<file path="src/rtl/strela_cfg_pkg.sv">
// Shared types and constants for the PE configuration loader.
//   cfg_ld_state_t : loader FSM state encoding
//   CFG_BITS / EN_BITS / PE_IMG_BITS : per-PE image geometry
//   WORD_BITS / WORDS_PER_PE : input word geometry (32-bit words, 5 per PE)
package strela_cfg_pkg;

    typedef enum logic [1:0] {IDLE, LOAD, CATCH, DONE} cfg_ld_state_t;

    localparam int unsigned CFG_BITS     = 144;
    localparam int unsigned EN_BITS      = 6;
    localparam int unsigned PE_IMG_BITS  = 150;
    localparam int unsigned WORD_BITS    = 32;
    localparam int unsigned WORDS_PER_PE = 5;
    localparam int unsigned WCNT_W       = 3;
    // Bits carried by the final word of a PE image; its upper bits are dropped.
    localparam int unsigned LAST_BITS    = PE_IMG_BITS - (WORDS_PER_PE - 1) * WORD_BITS;

endpackage

</file>
<file path="src/rtl/cfg_word_assembler.sv">
// Packs five 32-bit config words into one 150-bit PE image.
//   clk   : clock
//   rst   : synchronous active-high reset; clears word counter and image
//   wr    : word transfer strobe (valid && ready)
//   din   : config word
//   last  : high when the current transfer is the fifth word of an image
//   image : assembled image register (held until overwritten)
module cfg_word_assembler
    import strela_cfg_pkg::*;
(
    input  logic                   clk,
    input  logic                   rst,
    input  logic                   wr,
    input  logic [WORD_BITS-1:0]   din,
    output logic                   last,
    output logic [PE_IMG_BITS-1:0] image
);

    logic [WCNT_W-1:0] word_cnt;

    assign last = wr && (word_cnt == WCNT_W'(WORDS_PER_PE - 1));

    always_ff @(posedge clk) begin
        if (rst) begin
            word_cnt <= '0;
            image    <= '0;
        end else if (wr) begin
            word_cnt <= last ? '0 : word_cnt + WCNT_W'(1);
            unique case (word_cnt)
                3'd0: image[0*WORD_BITS +: WORD_BITS] <= din;
                3'd1: image[1*WORD_BITS +: WORD_BITS] <= din;
                3'd2: image[2*WORD_BITS +: WORD_BITS] <= din;
                3'd3: image[3*WORD_BITS +: WORD_BITS] <= din;
                // Only the low LAST_BITS of word 4 fit in the image.
                3'd4: image[4*WORD_BITS +: LAST_BITS] <= din[LAST_BITS-1:0];
                default: ;
            endcase
        end
    end

endmodule

</file>
<file path="src/rtl/pe_config_loader.sv">
// Streams PE configurations from a 32-bit valid/ready source into the CGRA array.
// Five words form one PE image, which is broadcast on config_bits/config_enables while
// the target PE's catch_config strobe pulses for one cycle. PEs 0..count-1 load in order.
//   clk, rst          : clock (shared with PE clk_bs), synchronous active-high reset
//   start, num_pes    : load request (IDLE only) and PE count sampled with it
//   cfg_din/_v/_r     : config word stream
//   config_bits       : broadcast config image
//   config_enables    : broadcast enable image
//   catch_config      : one-hot capture strobe
//   busy, done        : run in progress / 1-cycle completion pulse
module pe_config_loader #(
    parameter int unsigned NUM_PES    = 16,
    parameter int unsigned DATA_WIDTH = 32,
    parameter int unsigned CFG_BITS   = 144,
    parameter int unsigned EN_BITS    = 6
) (
    input  logic                         clk,
    input  logic                         rst,
    input  logic                         start,
    input  logic [$clog2(NUM_PES+1)-1:0] num_pes,
    input  logic [DATA_WIDTH-1:0]        cfg_din,
    input  logic                         cfg_din_v,
    output logic                         cfg_din_r,
    output logic [CFG_BITS-1:0]          config_bits,
    output logic [EN_BITS-1:0]           config_enables,
    output logic [NUM_PES-1:0]           catch_config,
    output logic                         busy,
    output logic                         done
);
    import strela_cfg_pkg::*;

    localparam int unsigned CNT_W = $clog2(NUM_PES + 1);

    cfg_ld_state_t              state;
    logic [CNT_W-1:0]           pe_idx;
    logic [CNT_W-1:0]           count;
    logic                       wr;
    logic                       last;
    logic [PE_IMG_BITS-1:0]     image;

    // cfg_din_r is only ever high in LOAD, so this is the transfer condition.
    assign wr = cfg_din_v && cfg_din_r;

    cfg_word_assembler u_asm (
        .clk   (clk),
        .rst   (rst),
        .wr    (wr),
        .din   (cfg_din),
        .last  (last),
        .image (image)
    );

    assign config_bits    = image[CFG_BITS-1:0];
    assign config_enables = image[CFG_BITS +: EN_BITS];

    always_ff @(posedge clk) begin
        if (rst) begin
            state        <= IDLE;
            pe_idx       <= '0;
            count        <= '0;
            cfg_din_r    <= 1'b0;
            catch_config <= '0;
            busy         <= 1'b0;
            done         <= 1'b0;
        end else begin
            catch_config <= '0;
            done         <= 1'b0;
            unique case (state)
                IDLE: begin
                    if (start) begin
                        if (num_pes == '0) begin
                            state <= DONE;
                            done  <= 1'b1;
                        end else begin
                            count     <= (num_pes > CNT_W'(NUM_PES)) ? CNT_W'(NUM_PES) : num_pes;
                            pe_idx    <= '0;
                            state     <= LOAD;
                            busy      <= 1'b1;
                            cfg_din_r <= 1'b1;
                        end
                    end
                end
                LOAD: begin
                    if (last) begin
                        state        <= CATCH;
                        cfg_din_r    <= 1'b0;
                        catch_config <= NUM_PES'(1) << pe_idx;
                    end
                end
                CATCH: begin
                    if (pe_idx == count - CNT_W'(1)) begin
                        state <= DONE;
                        busy  <= 1'b0;
                        done  <= 1'b1;
                    end else begin
                        pe_idx    <= pe_idx + CNT_W'(1);
                        state     <= LOAD;
                        cfg_din_r <= 1'b1;
                    end
                end
                DONE: begin
                    state  <= IDLE;
                    pe_idx <= '0;
                end
                default: state <= IDLE;
            endcase
        end
    end

endmodule

</file>
<file path="config.mk">
export PLATFORM = sky130hd
export DESIGN_NAME = pe_config_loader
export DESIGN_NICKNAME = d
export VERILOG_FILES = /design/src/rtl/strela_cfg_pkg.sv /design/src/rtl/cfg_word_assembler.sv /design/src/rtl/pe_config_loader.sv
export SDC_FILE = /design/constraint.sdc
export NUM_CORES = 1
export LEC_CHECK = 0
export CORE_UTILIZATION = 50
export CTS_CLUSTER_DIAMETER = 100
export DETAILED_ROUTE_END_ITERATION = 16
export GPL_TIMING_DRIVEN = 0
export PLACE_DENSITY = 0.83
export SLEW_MARGIN = 30
export SYNTH_ARGS = -nofsm -noshare
export SYNTH_HDL_FRONTEND = slang
export SYNTH_SLANG_ARGS = --single-unit
</file>
<file path="constraint.sdc">
create_clock -name clk -period 2.6 [get_ports clk]
set_input_delay 0.52 -clock clk [delete_from_list [all_inputs] [get_ports clk]]
set_output_delay 0.52 -clock clk [all_outputs]
set_load 0.03 [all_outputs]
</file>
==> results of run 1 <==
## state kept, by name, indices dropped and copies added (netlist names)
| name | flops |
|---|---|
| u_asm.image | 150 |
| catch_config | 16 |
| count | 5 |
| pe_idx | 5 |
| u_asm.word_cnt | 3 |
| state | 2 |
| busy | 1 |
| cfg_din_r | 1 |
| done | 1 |
## worst max-delay path by stage
stage,from,slack (ns),end,cells after the start
global route,rst,0.04,u_asm.image[25],5
detailed placement,rst,-0.24,u_asm.image[26],5
global placement,rst,-0.22,u_asm.image[98],5
CTS,rst,0.20,u_asm.image[26],5
finish,rst,0.16,u_asm.image[24],5
floorplan,count[0],0.86,pe_idx[3],8
## placed cells by master (no fill, tap or decap), drive strengths merged, types with 2 or more instances in the layout
cell and count:
o41ai 4, nor2 16, a211oi 3, a2bb2oi 2, nor2b 3, inv 15, o2111ai 3, clkinv 3
nand3 8, nor4 2, nand2 317, nor3 5, clkinvlp 3, buf 13, bufinv 5, and3 13
a31oi 3, a21oi 159, xnor2 5, o31ai 2, and2 8, nand4 2, dfxtp 184, ha 12
clkdlybuf4s50 209, or3 3, clkbuf 59
## logic make-up (layout without fill, tap and decap cells)
family	after synthesis	in the layout	share of synthesized area
AO/OA/AOI/OAI	181	181	0.147
adder cells (fa/ha/maj)	12	12	0.0225
AND/OR/NAND/NOR	379	379	0.230
buffers and inverters	66	307	0.0401
XOR/XNOR	6	6	0.00788
flip-flops	184	184	0.552
## final cells by class
type	instances	area, um2	area share
Clock buffer	18	439	0.0456
Clock inverter	14	218	0.0226
Tap cell	172	215	0.0223
Sequential cell	184	3680	0.382
Timing Repair Buffer	209	2090	0.217
Inverter	12	45.0	0.00467
Buffer	54	223	0.0231
Multi-Input combinational cell	578	2720	0.282
## per-layer routing
metal  track usage  vias up  wire, um
li1              -     3164         -
met1         0.359     3032      8390
met2         0.480      287      9530
met3         0.106       40      1880
met4         0.116        0       504
met5             0        -         0
## critical path: cells and delay by family
kind	cells	cell delay, ns
buffers and inverters	4	2.11
AOI/OAI and AO/OA	1	0.09
## report_power, final
group	switching, mW	total (mW)	internal (mW)	leakage (nW)
Sequential	0.0281	2.89	2.86	1.49
Combinational	0.283	0.453	0.171	1.53
Clock	1.11	2.84	1.74	0.313
==> run metrics, run 1 <==
status finished, final reports clean; Die Wd 118 um; crit path DAT 2.73 ns; HP Class register to register; setup TNS 0 ns; average size of a mapped cell 8.06 um2; crit-path cells clkdlybuf4s50_1 -> clkbuf_1 -> clkbuf_1 -> buf_1 -> a21oi_1; gr usage total 0.296; Rows 41; gpl congestion 0.848; top post-synthesis cells by area dfxtp_1 55%, nand2_1 18%, a21oi_1 12%; Lkg Pwr 3.33 nW; Post-synth ARST share 0; clock skew 0.00709 ns; flops & latches, synth 184; flop-to-flop setup slack 0.34 ns; drt total wl 20300 um; CP most frequent cell clkbuf_1; via count 6523; slew of the pin with the lowest slew margin about 0.79 ns; I/O pin total 210; DIE HEIGHT 118 um; worst r2r src u_asm.word_cnt[0]; first-pass GRT wire length 32000 um; HPWL Detailed 14500 um; syn nets 881; Area Overhead vs Synth 44.4%; critical path class input pin to register; RSZ-0062 raised after global routing no; Setup WS pre-CTS -0.236 ns; Cell Area, Synth roughly 0.0067 mm2; Worst setup EP type register; WHS Endpoint u_asm.image[29]; Final setup viols 0; DRC 0; Initial Util 0.520; pin count of the biggest net entering global routing 17; PortBufs 209; CTS Sinks 184; DR vias/cell 5.26; Synth top area share 0.552; Post-synth EDFFs 0; Peak VDD IR 477 uV; CTS tree done; Fillers ~1000; Core Util, Final 0.751; number of global-route vias before repair 6016; CTS max path bufs 2; Root Buffer clkbuf_16; CTS Buf Count 17; FF-to-FF path depth 7; Peak Freq between 400 and 500 MHz; WHS 0.454 ns; Worst-path clk slew approximately 0.070 ns; Final #Nets 1109; share of layout cells above drive strength 1 0.0440; most frequent cell after synthesis nand2_1; worst setup margin 0.158 ns; core footprint roughly 0.013 mm2; yosys warns 0; die area 0.0138 mm2; drt wl/cell 16.4 um; CP peak stage delay around 0.56 ns; CP max-delay cell clkdlybuf4s50_1; Yosys cell types 37; final period utilization 0.939; initial antenna violation count 0; placed cell count between 1000 and 1500; max-cap violations 0; Pwr Total slightly above 6 mW; hold path depth 2; Pwr Density 642 mW/mm2; leading cell types by count after synthesis 317 x nand2_1, 184 x dfxtp_1, 159 x a21oi_1; HP Start u_asm.image[29]; H-tree depth 4; Setup Buffers After CTS 0; cell taking the most area after synthesis dfxtp_1; cell area after layout 0.00964 mm2; worst reg2reg endpoint catch_config[6]; Final Critical Period 2.44 ns; crit path launch type input pin; DR iter-0 viols 489; Main synth FF type dfxtp_1; Worst EP required 2.89 ns; DRT Pass-1 Iters 5; post-route insts no fill 1241; area post-placement 0.00898 mm2; max-slew violations 0; ant diodes 0; DRT antenna net count 0; worst skew pair latency 0.43 ns; Slew HR 0.471; final hold viol count 0; crit-path max FO 10; PostCTS Resize Cnt 0; sequential element share of the synthesized area 0.552; hold_buf cts 0; GRT overflow 0; Syn Inst Count 828
(Power assumes the default switching activity.)
==> run 2, diff against run 1 <==
- SLEW_MARGIN: 30 -> 10
==> results of run 2 <==
Same layout as run 1: the final DEF is identical, and so are final timing and power.
==> run 3, diff against run 2 <==
- CORE_MARGIN: default -> 2
==> run 3 against run 2 <==
Compared with the run above:
- register-to-register slack gained 0.09 ns
- combinational power hardly changed
- non-clock buffer count did not move
- sequential share of layout area grew 0.16 points
- hold slack lost 0.0024 ns
- highest routed layer unchanged
==> run metrics, run 3 (synthesis gave the netlist of run 1 again) <==
Pwr Total 5.98 mW (was 6.18 mW); Rows 42 (was 41); GRT overflow 0 (unchanged); CTS max path bufs 2 (unchanged); initial antenna violation count 0 (unchanged); HPWL Detailed 14300 um (was 14500 um); CTS tree done (unchanged); Initial Util 0.508 (was 0.520); WL met2 9390 um (was 9530 um); CTS Sinks 184 (unchanged); Largest regs u_asm.image (150), catch_config (16) (unchanged); Final setup viols 0 (unchanged); Combinational Power Share 0.076 (was 0.073); hold_buf cts 0 (unchanged); gr usage total 0.276 (was 0.296); CTS Buf Count 17 (unchanged); crit-path cells clkdlybuf4s50_1 -> clkbuf_1 -> clkbuf_2 -> buf_1 -> a21oi_1 (was clkdlybuf4s50_1 -> clkbuf_1 -> clkbuf_1 -> buf_1 -> a21oi_1); crit path launch type input pin (unchanged); area post-placement 0.00898 mm2 (about the same); Worst-path clk slew 0.06 ns (was 0.07 ns); cell internal pwr 4.64 mW (was 4.77 mW); drt wl/cell 16.0 um (was 16.4 um); drt total wl 19900 um (was 20300 um); crit-path max FO 10 (unchanged); Peak VDD IR 395 uV (was 477 uV); pin count of the biggest net entering global routing 17 (unchanged); Max Used Layer met4 (unchanged); most frequent cells in the layout 317 x nand2_1, 209 x clkdlybuf4s50_1, 184 x dfxtp_1, 159 x a21oi_1, 44 x clkbuf_1 (was 317 x nand2_1, 209 x clkdlybuf4s50_1, 184 x dfxtp_1, 159 x a21oi_1, 41 x clkbuf_1); Core Util, Final 0.730 (was 0.751); DRT Pass-1 Iters 5 (unchanged); PostCTS Resize Cnt 0 (unchanged); H-tree depth 4 (unchanged); Root Buffer clkbuf_16 (unchanged); Switching Fraction 0.224 (was 0.229); WL met3 1900 um (was 1880 um); core footprint 0.0131 mm2 (was 0.0128 mm2); Area Overhead vs Synth 43.8% (was 44.4%); CP max-delay cell clkdlybuf4s50_1 (unchanged); worst setup margin 0.312 ns (was 0.158 ns); Pwr Density 624 mW/mm2 (was 642 mW/mm2); DRC 0 (unchanged); Lkg Pwr 3.31 nW (was 3.33 nW); status finished, final reports clean (unchanged); Worst setup EP type register (unchanged); final hold viol count 0 (unchanged); RSZ-0062 raised after global routing no (unchanged); HP Class register to register (unchanged); crit path DAT 2.56 ns (was 2.73 ns); DIE HEIGHT 120 um (was 118 um); DR iter-0 viols 497 (was 489); final period utilization 0.880 (was 0.939); I/O pin total 210 (unchanged); ant diodes 0 (unchanged); cell area after layout 0.00959 mm2 (was 0.00964 mm2); Slew HR 0.483 (was 0.471); WP buf/inv 4 (unchanged); Final #Nets 1109 (unchanged); wl on met1 8150 um (was 8390 um); DR vias/cell 5.20 (was 5.26); clock skew 0.00727 ns (was 0.00709 ns); max-slew violations 0 (unchanged); gpl congestion 0.864 (was 0.848); Setup WS pre-CTS -0.322 ns (was -0.236 ns); net switching power 1.34 mW (was 1.42 mW); Die Wd 120 um (was 118 um); Worst EP required 2.88 ns (was 2.89 ns); max-cap violations 0 (unchanged); CP top delay family buffers and inverters (unchanged); Top reg by flops u_asm.image (unchanged); share of layout cells above drive strength 1 0.0403 (was 0.0440); Clock Power Share 0.442 (was 0.460); Peak Freq 437 MHz (was 410 MHz); Largest register FFs 150 (unchanged); worst skew pair latency 0.42 ns (was 0.43 ns); die area 0.0143 mm2 (was 0.0138 mm2); sequential power share 0.483 (was 0.467); commonest non-fill, non-tap cell in the layout nand2_1 (unchanged); first-pass GRT wire length 30700 um (was 32000 um); via count 6472 (was 6523); Final Critical Period 2.29 ns (was 2.44 ns); Setup Buffers After CTS 0 (unchanged); critical path class input pin to register (unchanged); DRT antenna net count 0 (unchanged); PortBufs 209 (unchanged); CP peak stage delay 0.57 ns (was 0.56 ns); slew of the pin with the lowest slew margin 0.768 ns (was 0.786 ns); number of global-route vias before repair 5867 (was 6016)
## run 3: changes by cell type in the layout (fill, tap and decap cells not counted)
cell	delta
inv_6	-3
clkbuf_1	+3
clkinv_2	-2
clkinvlp_4	-1
clkbuf_8	+3
bufinv_16	-2
clkbuf_2	+1
## run 3: stage by stage
step | cells | TNS (ns) | hold WS (ns)
finish | 1244 | 0 | 0.452
global route | 1244 | 0 | 0.467
CTS | 1244 | 0 | 0.454
detailed placement | 1213 | -20.23 | 0.446
global placement | 1213 | -15.48 | 0.440
floorplan | 828 | 0 | 0.445
## run 3: layer usage
layer  global-route usage  vias up
met1                0.342     3010
met5                    0        -
li1                     -     3171
met4               0.0963        0
met3               0.0894       33
met2                0.451      258
## run 3: worst reg2reg max path, delay by kind of cell, from the launching register on
family | cells | cell delay, ns
AND/OR/NAND/NOR | 5 | 1.44
buffers and inverters | 1 | 0.11
flip-flops | 1 | 0.36
adder cells (fa/ha/maj) | 1 | 0.21
## run 3: final timing paths
path / cells after the start / slack, ns / end / from
max: 5 / 0.31 / u_asm.image[59] / rst
min: 2 / 0.45 / u_asm.image[0] / u_asm.image[0]
max reg2reg: 7 / 0.43 / catch_config[0] / u_asm.word_cnt[0]
min reg2reg: 2 / 0.45 / u_asm.image[0] / u_asm.image[0]
## run 3: power by group through the flow
stage / logic (mW) / clock network (mW) / registers (mW)
finish: 0.452 / 2.64 / 2.89
global route: 0.484 / 2.80 / 2.89
CTS: 0.449 / 2.66 / 2.89
detailed placement: 0.447 / 0 / 2.95
global placement: 0.443 / 0 / 2.95
floorplan: 0.154 / 0 / 3.02
## run 3: final cells by class
| cell class | instances | area [um2] |
|---|---|---|
| sequential | 184 | 3680 |
| fill | 1042 | 3540 |
| multi-input combinational | 578 | 2720 |
| timing repair buffer | 209 | 2090 |
| clock buffer | 25 | 495 |
| buffer | 54 | 224 |
| tap | 176 | 220 |
| clock inverter | 6 | 114 |
| inverter | 12 | 45.0 |
